`src/rtl/regfile_read_bypass.sv`:
```
// Registered two-port register-file read stage with write-port bypass,
// stall-time snooping of the held addresses, and a saturating bypass-hit counter.
module regfile_read_bypass (
    input  logic        clk,
    input  logic        reset,
    input  logic [4:0]  readAddressAReg,
    input  logic [4:0]  readAddressBReg,
    input  logic [31:0] ramDataA,
    input  logic [31:0] ramDataB,
    input  logic        writeEnableAReg,
    input  logic        writeEnableBReg,
    input  logic [4:0]  writeAddressAReg,
    input  logic [4:0]  writeAddressBReg,
    input  logic [31:0] writeDataA,
    input  logic [31:0] writeDataB,
    input  logic        stall,
    output logic [31:0] readDataA,
    output logic [31:0] readDataB,
    output logic        readValid,
    output logic [15:0] bypassCount
);

    logic [4:0]  held_addr_a;
    logic [4:0]  held_addr_b;
    logic [4:0]  sel_addr_a;
    logic [4:0]  sel_addr_b;
    logic [31:0] base_a;
    logic [31:0] base_b;
    logic [32:0] pick_a;
    logic [32:0] pick_b;
    logic [1:0]  hit_inc;
    logic [16:0] cnt_sum;

    // Returns {hit, data}: write port B wins over A, address 0 is hard-wired zero.
    function automatic logic [32:0] pick(
        input logic [4:0]  addr,
        input logic [31:0] fallback,
        input logic        we_a,
        input logic [4:0]  wa_a,
        input logic [31:0] wd_a,
        input logic        we_b,
        input logic [4:0]  wa_b,
        input logic [31:0] wd_b
    );
        logic [32:0] r;
        if (addr == 5'd0)
            r = {1'b0, 32'h0};
        else if (we_b && (wa_b == addr))
            r = {1'b1, wd_b};
        else if (we_a && (wa_a == addr))
            r = {1'b1, wd_a};
        else
            r = {1'b0, fallback};
        return r;
    endfunction

    // While stalled the held address is snooped and the current output is the fallback.
    always_comb begin
        sel_addr_a = stall ? held_addr_a : readAddressAReg;
        sel_addr_b = stall ? held_addr_b : readAddressBReg;
        base_a     = stall ? readDataA : ramDataA;
        base_b     = stall ? readDataB : ramDataB;
        pick_a = pick(sel_addr_a, base_a, writeEnableAReg, writeAddressAReg, writeDataA,
                      writeEnableBReg, writeAddressBReg, writeDataB);
        pick_b = pick(sel_addr_b, base_b, writeEnableAReg, writeAddressAReg, writeDataA,
                      writeEnableBReg, writeAddressBReg, writeDataB);
        hit_inc = 2'd0;
        if (!stall)
            hit_inc = {1'b0, pick_a[32]} + {1'b0, pick_b[32]};
        cnt_sum = {1'b0, bypassCount} + {15'd0, hit_inc};
    end

    always_ff @(posedge clk) begin
        if (reset) begin
            readDataA   <= 32'h0;
            readDataB   <= 32'h0;
            held_addr_a <= 5'd0;
            held_addr_b <= 5'd0;
            readValid   <= 1'b0;
            bypassCount <= 16'h0;
        end else begin
            readDataA <= pick_a[31:0];
            readDataB <= pick_b[31:0];
            if (!stall) begin
                held_addr_a <= readAddressAReg;
                held_addr_b <= readAddressBReg;
                readValid   <= 1'b1;
            end
            bypassCount <= cnt_sum[16] ? 16'hFFFF : cnt_sum[15:0];
        end
    end

endmodule

```
`config.mk`:
```
export PLATFORM = sky130hd
export DESIGN_NAME = regfile_read_bypass
export DESIGN_NICKNAME = d
export VERILOG_FILES = /design/src/rtl/regfile_read_bypass.sv
export SDC_FILE = /design/constraint.sdc
export NUM_CORES = 1
export LEC_CHECK = 0
export CAP_MARGIN = 15
export CORE_UTILIZATION = 37
export DETAILED_ROUTE_END_ITERATION = 10
export GPL_TIMING_DRIVEN = 0
export HOLD_SLACK_MARGIN = 0.12
export PLACE_DENSITY = 0.78
export SLEW_MARGIN = 25
export SYNTH_ARGS = -nofsm -noshare
export SYNTH_HDL_FRONTEND = slang
export SYNTH_SLANG_ARGS = --single-unit
```
`constraint.sdc`:
```
create_clock -name clk -period 4.6 [get_ports clk]
set_clock_uncertainty 0.05 [all_clocks]
set_input_delay 0.92 -clock clk [delete_from_list [all_inputs] [get_ports clk]]
set_output_delay 0.92 -clock clk [all_outputs]
set_load 0.02 [all_outputs]
```
==> results.py, run 1 <==
metrics = {
    "floorplan": {
        "core_mm2": 0.0126,
        "io_pins": 234,
        "dieWidth_um": 115,
        "dieArea_mm2": 0.0133,
        "initial_core_util": 0.378,
        "rows": 41,
        "die_h_um": 115,
    },
    "layout": {
        "final_nets": 1010,
        "antenna_cells": 0,
        "fillerInstances": 1102,
        "syn_to_final_growth_pct": 66.3,
        "drive_gt1_frac": 0.0944,
        "finalCoreUtilization": 0.628,
    },
    "cts": {
        "holdBufCountCts": 0,
        "cts.sinks": 91,
        "clockBufferDepth": 2,
        "root_buffer": "clkbuf_16",
        "cts_tree": "yes",
        "clkTransAtPathRegs_ns": 0.06,
        "numCtsBuffers": 9,
        "clkLatencyLatePin_ns": 0.35,
        "cts-htree-levels": 3,
    },
    "timing": {
        "min_period_ns": 4.41,
        "slew_violations": 0,
        "worst_pin_slew_ns": 0.743,
        "setup_viol": 0,
        "fin_crit_sh": 0.959,
        "finalHoldViolations": 0,
        "max_freq_ghz": 0.227,
        "slew_headroom": 0.501,
        "rsz0062_at_grt": "no",
        "worst_slack_ns": 0.188,
    },
    "critical_path": {
        "critPathLaunchType": "input pin",
        "path_class": "input pin to flop",
        "crit_family": "simple AND/OR/NAND/NOR gates",
        "crit_required_ns": 4.82,
        "max_stage_delay_ns": 0.46,
        "worstPathCellList": "clkdlybuf4s50_1 -> mux2i_4 -> buf_4 -> xnor2_1 -> nor4_2 -> nand3_4 -> a221oi_4 -> ha_1 -> nor2b_2 -> ha_2 -> inv_1 -> fa_2 -> or2_4 -> or3_4 -> buf_4 -> a21oi_1",
        "critical_path_arrival_ns": 4.63,
        "endpoint_kind": "flop",
        "critical_path.most_common_cell": "buf_4",
        "rrSetupSlack_ns": 0.87,
        "cp_num_buf_inv": 4,
        "critPathSlowestCell": "clkdlybuf4s50_1",
        "critPathMaxFanout": 10,
    },
    "yosys": {
        "synth_top_family_by_area": "compound AO/OA/AOI/OAI gates",
        "yosys_warnings": 0,
        "syn_area_per_cell_um2": 7.91,
        "syn_inst": 600,
        "syn-cell-area_mm2": 0.00475,
        "synth-async-reset-ratio": 0,
        "yosysSeqAreaShare": 0.384,
        "synth_edf_count": 0,
        "muxShareOfSynthArea": 0.0272,
        "ys_types": 36,
        "synth-compound-area-share": 0.230,
        "synth_top_area_share": 0.384,
        "yosys-top-cells-area": "dfxtp_1, a22o_1, nand2_1",
        "synth.ff_latch_count": 91,
        "synth_adder_area_share": 0.0121,
        "ys.flop_type": "dfxtp_1",
        "yosys.area_share.simple": 0.229,
        "synth_top_area_cell": "dfxtp_1",
        "synth_xor_area_frac": 0.0554,
        "syn-num-nets": 757,
    },
    "drt": {
        "antenna_left": 0,
        "drt-vias-per-instance": 5.28,
        "avgRoutedWirePerCell_um": 17.8,
        "first_iter_violations": 441,
        "drc": 0,
        "num_vias": 5439,
        "route.final.wire_length_um": 18300,
        "dr.pass1.iters": 5,
    },
    "pwr": {
        "cellLeakagePower_nw": 3.15,
        "vdd_ir_drop_max_uv": 129,
        "power.density_mw_per_mm2": 273,
    },
    "grt": {
        "gr-total-overflow": 0,
        "grt_pass1_vias": 5089,
        "grt_start_max_net_pins": 20,
        "grt_antenna_before_repair": 0,
        "grtUsageTotal": 0.268,
        "grt_pass1_wl_um": 27100,
    },
    "flow_run": {
        "drv_cap": 0,
    },
    "status": {
        "status": "completed",
    },
    "placement": {
        "hpwl_um": 13300,
        "port_buffers": 233,
        "post-place-ws_ns": -1.47,
        "gp_congestion": 0.847,
    },
    "worst_hold_path": {
        "hold_path.class": "flop to flop",
    },
}
==> placed cells by master, fill, tap and decap left out, types with 2 or more instances in the layout <==
cell type | netlist | routed
a22o_1 | 64 | 64
nand3_1 | 8 | 7
xor2_1 | 9 | 9
clkbuf_16 | 0 | 9
nand3_4 | 0 | 2
mux2i_4 | 0 | 8
clkdlybuf4s50_1 | 0 | 230
nor2_1 | 84 | 84
clkinv_2 | 0 | 2
nor4_2 | 2 | 3
buf_2 | 21 | 19
a21o_1 | 3 | 3
ha_1 | 3 | 2
buf_6 | 5 | 4
buf_8 | 3 | 4
dlymetal6s2s_1 | 0 | 2
nor4_1 | 3 | 2
clkbuf_1 | 15 | 12
and3_1 | 2 | 2
mux2i_1 | 6 | 3
buf_12 | 0 | 2
nand2b_1 | 2 | 2
dfxtp_1 | 91 | 91
buf_4 | 1 | 14
a21oi_1 | 16 | 15
or4_1 | 4 | 4
inv_1 | 6 | 6
a31oi_1 | 64 | 64
nor3_1 | 12 | 12
clkbuf_8 | 0 | 2
xnor2_1 | 21 | 21
nand2_1 | 137 | 137
==> final cells by class <==
class	instances	area [um^2]	area share
Multi-Input combinational cell	457	2780	0.352
Clock inverter	4	48.8	0.00618
Inverter	6	22.5	0.00285
Tap cell	172	215	0.0273
Timing Repair Buffer	246	2450	0.311
Buffer	42	295	0.0374
Sequential cell	91	1820	0.231
Clock buffer	12	256	0.0325
==> stage by stage <==
step / cells / area [um^2] / power (W) / setup TNS [ns] / hold slack [ns]
after floorplan: 600 / 4750 / 0.00109 / 0 / 0.462
after global placement: 1005 / 7300 / 0.00137 / -18.61 / 0.404
after detailed placement: 1005 / 7300 / 0.00137 / -20.38 / 0.407
after CTS: 1026 / 7790 / 0.00215 / 0 / 0.431
after global routing: 1030 / 7890 / 0.00223 / 0 / 0.443
final: 1030 / 7890 / 0.00215 / 0 / 0.427
==> power by group <==
part | total, W | switching (W) | internal (W) | leakage (nW)
registers | 0.000862 | 0.0000272 | 0.000835 | 0.747
logic | 0.000522 | 0.000236 | 0.000287 | 2.25
clock network | 0.000769 | 0.000318 | 0.000450 | 0.153
total | 0.00215 | 0.000581 | 0.00157 | 3.15
==> per-layer routing <==
layer | part of all wire | routed length (um) | GRT usage
met5 | 0 | 0 | 0
met4 | 0.032 | 582 | 0.124
met3 | 0.080 | 1460 | 0.0643
met2 | 0.48 | 8710 | 0.447
met1 | 0.41 | 7580 | 0.328
==> worst paths after layout <==
path                                   start  cells after the start                         end
hold / removal    readDataB[15]$_SDFFE_PP0P_                      1  readDataB[15]$_SDFFE_PP0P_
hold reg to reg   readDataB[15]$_SDFFE_PP0P_                      1  readDataB[15]$_SDFFE_PP0P_
setup reg to reg   held_addr_b[0]$_SDFF_PP0_                     15  bypassCount[10]$_SDFF_PP0_
setup / recovery          readAddressBReg[1]                     16  bypassCount[10]$_SDFF_PP0_
==> cell families after synthesis <==
kind of cell             Yosys count
XOR/XNOR                          30
buffers and inverters             52
AND/OR/NAND/NOR                  261
adder cells (fa/ha/maj)            4
flip-flops                        91
AO/OA/AOI/OAI                    151
multiplexers                      11
==> flip-flops by register name, summed over array words and instances, names as in the netlist <==
register     flops
readValid        1
held_addr_b      5
readDataB       32
readDataA       32
bypassCount     16
held_addr_a      5
==> timing repair <==
action	in CTS	in global routing
hold endpoints to repair	0	0
cloned	1	0
pin swaps	7	6
setup buffers	8	4
setup endpoints to repair	16	15
gates resized for setup	23	19
==> synthesized netlist by cell type (4+ instances only) <==
cell type,instances
nand2_1,137
dfxtp_1,91
nor2_1,84
a22o_1,64
a31oi_1,64
buf_2,21
xnor2_1,21
a21oi_1,16
clkbuf_1,15
nor3_1,12
xor2_1,9
nand3_1,8
inv_1,6
mux2i_1,6
buf_6,5
mux2i_2,5
or4_1,4
Note: power is estimated with default switching activity, not from simulation.
==> inputs of run 2 (changes only) <==
--- a/config.mk
+++ b/config.mk
@@ -5,13 +5,12 @@
 export SDC_FILE = /design/constraint.sdc
 export NUM_CORES = 1
 export LEC_CHECK = 0
-export CAP_MARGIN = 15
+export CAP_MARGIN = 20
 export CORE_UTILIZATION = 37
 export DETAILED_ROUTE_END_ITERATION = 10
 export GPL_TIMING_DRIVEN = 0
 export HOLD_SLACK_MARGIN = 0.12
 export PLACE_DENSITY = 0.78
-export SLEW_MARGIN = 25
 export SYNTH_ARGS = -nofsm -noshare
 export SYNTH_HDL_FRONTEND = slang
 export SYNTH_SLANG_ARGS = --single-unit
==> results of run 2 <==
Final layout, timing and power as in run 1 (identical DEF).
==> inputs of run 3 (changes only) <==
--- a/config.mk
+++ b/config.mk
@@ -6,11 +6,13 @@
 export NUM_CORES = 1
 export LEC_CHECK = 0
 export CAP_MARGIN = 20
-export CORE_UTILIZATION = 37
+export CELL_PAD_IN_SITES_DETAIL_PLACEMENT = 1
+export CELL_PAD_IN_SITES_GLOBAL_PLACEMENT = 2
+export CORE_UTILIZATION = 19
 export DETAILED_ROUTE_END_ITERATION = 10
 export GPL_TIMING_DRIVEN = 0
 export HOLD_SLACK_MARGIN = 0.12
-export PLACE_DENSITY = 0.78
+export PLACE_DENSITY = 0.76
 export SYNTH_ARGS = -nofsm -noshare
 export SYNTH_HDL_FRONTEND = slang
 export SYNTH_SLANG_ARGS = --single-unit
==> run 3 against run 2 <==
Sequential cell count is the same. Worst hold slack got worse by 0.027 ns. Cell count grew 16%.
==> results.py, run 3 (synthesized netlist as in run 1, its figures left out) <==
metrics = {
    "status": {
        "status": "completed",
    },
    "critical_path": {
        "crit_family": "simple AND/OR/NAND/NOR gates",
        "crit_required_ns": 4.83,
        "cp_num_buf_inv": 3,
        "critPathMaxFanout": 10,
        "rrSetupSlack_ns": 0.90,
        "endpoint_kind": "flop",
        "path_class": "input pin to flop",
        "crit_start": "readAddressAReg[2]",
        "critical_path_arrival_ns": 4.62,
        "max_stage_delay_ns": 0.54,
        "critPathSlowestCell": "or4_1",
        "path_depth": 13,
        "r2r-start": "held_addr_a[3]$_SDFF_PP0_",
        "cp-endpoint": "bypassCount[10]$_SDFF_PP0_",
        "worst_r2r_endpoint": "bypassCount[10]$_SDFF_PP0_",
        "worstRegToRegCells": 15,
        "worstPathCellList": "clkdlybuf4s50_1 -> or4_1 -> nor3_1 -> a221oi_4 -> ha_1 -> nor2b_1 -> ha_2 -> inv_1 -> fa_2 -> or2_4 -> or3_4 -> clkbuf_8 -> a21oi_1",
        "critPathLaunchType": "input pin",
    },
    "timing": {
        "rsz0062_at_grt": "no",
        "slew_violations": 0,
        "min_period_ns": 4.39,
        "setup_viol": 0,
        "holdWs_ns": 0.400,
        "max_freq_ghz": 0.228,
        "finalHoldViolations": 0,
        "slew_headroom": 0.440,
        "fin_crit_sh": 0.954,
        "worst_pin_slew_ns": 0.834,
    },
    "grt": {
        "grt_pass1_vias": 5818,
        "grt_antenna_before_repair": 2,
        "gr-total-overflow": 0,
        "grt_pass1_wl_um": 35000,
        "grtUsageTotal": 0.180,
        "grt_start_max_net_pins": 19,
    },
    "pwr": {
        "power.switching_w": 0.000639,
        "combPwrFrac": 0.251,
        "power.density_mw_per_mm2": 266,
        "p_sw_frac": 0.294,
        "internal_power_w": 0.00153,
        "vdd_ir_drop_max_uv": 161,
        "power.share.clock": 0.351,
        "cellLeakagePower_nw": 3.21,
        "p_seq_frac": 0.397,
    },
    "floorplan": {
        "dieArea_mm2": 0.0256,
        "io_pins": 234,
        "core_mm2": 0.0244,
        "rows": 57,
        "dieWidth_um": 160,
        "initial_core_util": 0.195,
        "die_h_um": 160,
    },
    "layout": {
        "layout_common_cells": "clkdlybuf4s50_1, nand2_1, dfxtp_1",
        "final_nets": 1017,
        "mostFrequentLayoutCell": "clkdlybuf4s50_1",
        "syn_to_final_growth_pct": 72.2,
        "top_regs": "readDataA x32, readDataB x32, bypassCount x16",
        "finalCoreUtilization": 0.335,
        "drive_gt1_frac": 0.104,
    },
    "cts": {
        "numCtsBuffers": 9,
        "root_buffer": "clkbuf_16",
        "holdBufCountCts": 0,
        "cts_tree": "yes",
        "clockBufferDepth": 2,
        "clkLatencyLatePin_ns": 0.35,
        "clkTransAtPathRegs_ns": 0.07,
        "cts.sinks": 91,
        "cts-htree-levels": 3,
    },
    "drt": {
        "dr.pass1.iters": 4,
        "drc": 0,
        "first_iter_violations": 218,
        "drt-vias-per-instance": 4.57,
        "antenna_left": 0,
        "route.final.wire_length_um": 23300,
        "num_vias": 5440,
        "avgRoutedWirePerCell_um": 19.5,
    },
    "worst_hold_path": {
        "hold_path.class": "flop to flop",
    },
    "placement": {
        "gp_congestion": 0.820,
        "hpwl_um": 17300,
        "port_buffers": 233,
    },
    "flow_run": {
        "drv_cap": 0,
    },
}
## run 3: power groups by stage
stage	registers [W]	logic [W]	clock network, W
6_report	0.000862	0.000546	0.000762
5_1_grt	0.000868	0.000584	0.000818
4_1_cts	0.000862	0.000536	0.000795
3_5_place_dp	0.000878	0.000509	0
3_3_place_gp	0.000877	0.000506	0
2_1_floorplan	0.000924	0.000169	0
## run 3: how the worst min path moves through the flow
stage,cells past startpoint,end,slack (ns),start
global route,1,readDataB[6]$_SDFFE_PP0P_,0.45,readDataB[6]$_SDFFE_PP0P_
finish,2,readValid$_SDFFE_PP0N_,0.40,readValid$_SDFFE_PP0N_
CTS,2,readValid$_SDFFE_PP0N_,0.41,readValid$_SDFFE_PP0N_
floorplan,2,held_addr_a[1]$_SDFF_PP0_,0.46,held_addr_a[1]$_SDFF_PP0_
global placement,2,readValid$_SDFFE_PP0N_,0.39,readValid$_SDFFE_PP0N_
detailed placement,2,readValid$_SDFFE_PP0N_,0.40,readValid$_SDFFE_PP0N_
## run 3: area by class of cell
| type | instances | area, um^2 |
|---|---|---|
| fill | 2907 | 16200 |
| clock inverter | 5 | 43.8 |
| tap | 324 | 405 |
| inverter | 6 | 22.5 |
| clock buffer | 11 | 253 |
| antenna | 1 | 2.50 |
| multi-input combinational | 457 | 2800 |
| timing repair buffer | 253 | 2520 |
| sequential | 91 | 1820 |
| buffer | 42 | 302 |
## run 3: worst min-delay path, cell delays in order (launching register included)
cell and delay [ns]:
dfxtp_1 0.31, inv_1 0.04, a21oi_1 0.05
## run 3: timing repair
item,CTS,global route
pin swaps,7,5
cloned,1,0
setup buffers,11,7
resized for setup,37,10
endpoints found under the setup margin,16,15
## run 3: stage by stage
| stage | setup slack [ns] | instances | instance area (um^2) | power, W | setup TNS (ns) |
|---|---|---|---|---|---|
| after floorplan | 0.0110 | 600 | 4750 | 0.00109 | 0 |
| after detailed placement | -1.57 | 1157 | 7490 | 0.00139 | -22.16 |
| final | 0.214 | 1190 | 8170 | 0.00217 | 0 |
| after CTS | 0.0157 | 1181 | 8060 | 0.00219 | 0 |
| after global placement | -1.56 | 1157 | 7490 | 0.00138 | -22.08 |
| after global routing | 0.0150 | 1189 | 8170 | 0.00227 | 0 |
## run 3: per-layer routing
metal	vias up	part of all wire	global-route usage	routed length, um
met5	-	0	0	0
met4	0	0.0099	0.0325	231
met3	19	0.073	0.0504	1700
met1	2603	0.44	0.224	10300
li1	2641	-	-	-
met2	177	0.47	0.309	11000
==> edit, RTL diff (config.mk and constraints of run 3) <==
Take the reset off `readDataA` and `readDataB` and load them in a clocked block of their own.
--- a/src/rtl/regfile_read_bypass.sv
+++ b/src/rtl/regfile_read_bypass.sv
@@ -74,4 +74,2 @@
         if (reset) begin
-            readDataA   <= 32'h0;
-            readDataB   <= 32'h0;
             held_addr_a <= 5'd0;
@@ -81,4 +79,2 @@
         end else begin
-            readDataA <= pick_a[31:0];
-            readDataB <= pick_b[31:0];
             if (!stall) begin
@@ -92,2 +88,7 @@
 
+    always_ff @(posedge clk) begin
+        readDataA <= pick_a[31:0];
+        readDataB <= pick_b[31:0];
+    end
+
 endmodule
Formal check against the unedited RTL: not equivalent (a bounded check fails within 4 cycles, from zero or initial values and one cycle with reset high).
==> edit against run 3 <==
- register-to-register slack better by 60 ps
- sequential power is 8.6% higher
- critical path depth grew 3
- total power rose by 18%
- setup slack better by 25 ps
- worst hold slack improved by 21 ps
- final area increased by 8.0%
- global-route usage shrank 1.6 points
- routed wire length up 7.8%
- largest cell class is now multi-input combinational cells
- synthesized area is 19% higher
- utilization decreased by 3.0 points
- critical endpoint is now bypassCount[9]$_SDFF_PP0_
- critical path type unchanged
- synthesized cell count is 0.17% higher
- sequential cell count stayed put
==> edit: results (changes against run 3) <==
<table>
<tr><th>Metric</th><th>Value</th></tr>
<tr><th colspan="2">Finish</th></tr>
<tr><td>Fin nets</td><td>1001 (-1.6%)</td></tr>
<tr><td>Count of filler cells inserted in the layout</td><td>3333 (+15%)</td></tr>
<tr><td>Number of antenna diodes</td><td>2 (+1)</td></tr>
<tr><td>Seq/total area</td><td>0.206 (-0.0166)</td></tr>
<tr><td>Layout multi-input combinational cell count</td><td>387 (-15%)</td></tr>
<tr><td>Fraction of standard cell area in multi-input logic</td><td>0.379 (+0.0372)</td></tr>
<tr><td>ClkCell Share</td><td>0.0313 (-0.00497)</td></tr>
<tr><th colspan="2">Drt</th></tr>
<tr><td>Met3 wire length</td><td>1.20 mm (-29%)</td></tr>
<tr><td>Metal2 WL</td><td>11.8 mm (+6.9%)</td></tr>
<tr><td>Routed via count divided by cell count</td><td>4.55 (-0.56%)</td></tr>
<tr><th colspan="2">Min path</th></tr>
<tr><td>Hold endpoint</td><td>readDataB[6]$_SDFFE_PP0P_</td></tr>
<tr><th colspan="2">Power</th></tr>
<tr><td>Power Sequential</td><td>936 µW (+8.6%)</td></tr>
<tr><td>Net switching power</td><td>854 µW (+34%)</td></tr>
<tr><td>Peak ir drop on the vdd network</td><td>0.186 mV (+16%)</td></tr>
<tr><td>Total clock network power</td><td>739 µW (-3.0%)</td></tr>
<tr><td>Lkg Pwr</td><td>0.00336 µW (+4.6%)</td></tr>
<tr><th colspan="2">Logic synthesis</th></tr>
<tr><td>Leading post-synthesis cells by instance count</td><td>91 x sky130_fd_sc_hd__dfxtp_1, 70 x sky130_fd_sc_hd__inv_1, 51 x sky130_fd_sc_hd__nor2_1, 37 x sky130_fd_sc_hd__and3_1, 33 x sky130_fd_sc_hd__nand2b_1</td></tr>
<tr><td>Distinct cell type count of the synthesized netlist</td><td>47 (+31%)</td></tr>
<tr><td>Ranking of synthesized cells by area</td><td>sky130_fd_sc_hd__dfxtp_1 32%, sky130_fd_sc_hd__o32ai_2 8.6%, sky130_fd_sc_hd__a221oi_2 7.7%</td></tr>
<tr><th colspan="2">Global routing</th></tr>
<tr><td>Via count of the first global-routing pass</td><td>6159 (+5.9%)</td></tr>
<tr><td>Maximum number of pins on one net before global-route repair</td><td>18 (-1)</td></tr>
<tr><td>GR Util met3</td><td>0.0332 (-0.0171)</td></tr>
<tr><th colspan="2">Run status</th></tr>
<tr><td>Outcome</td><td>complete, no violations</td></tr>
<tr><th colspan="2">Worst setup path</th></tr>
<tr><td>Slowest stage delay, CP</td><td>450 ps (-90 ps)</td></tr>
<tr><td>Critical register-to-register path endpoint</td><td>bypassCount[9]$_SDFF_PP0_</td></tr>
<tr><td>Worst flop-to-flop path startpoint</td><td>held_addr_b[3]$_SDFF_PP0_</td></tr>
<tr><td>Slack of the worst reg-to-reg path</td><td>960 ps (+60 ps)</td></tr>
<tr><th colspan="2">Floorplanning</th></tr>
<tr><td># Taps</td><td>384 (+19%)</td></tr>
<tr><th colspan="2">Placed design</th></tr>
<tr><td>Placed Instance Area</td><td>0.00844 mm² (+13%)</td></tr>
</table>
edit: cell count changes in the layout (fill, tap and decap cells not counted), sizes merged, moves of 33 or more:
cell / change
and3: +35
nand2: -130
nor2: -33
a22o: -64
inv: +65
a31oi: -62
edit: what timing repair did:
item                                   in CTS  in global routing
setup endpoints to repair                  15                 13
resized for setup                          13                  6
pin swaps                                   4                  1
endpoints found under the hold margin       0                  0
hold buffers                                0                  0
setup buffers                               2                  0
edit: logic make-up after synthesis:
family	Yosys count	share of synthesized area
adder cells (fa/ha/maj)	4	0.0102
flip-flops	91	0.323
XOR/XNOR	31	0.0481
multiplexers	12	0.0284
AND/OR/NAND/NOR	158	0.160
AO/OA/AOI/OAI	182	0.330
buffers and inverters	123	0.100
edit: worst reg2reg max path, delay by kind of cell, from the launching register on:
kind                     cells  cell delay (ps)
AND/OR/NAND/NOR              5             1170
multiplexers                 1              210
flip-flops                   1              320
AO/OA/AOI/OAI                2              360
buffers and inverters        3              570
XOR/XNOR                     1              140
adder cells (fa/ha/maj)      3              760
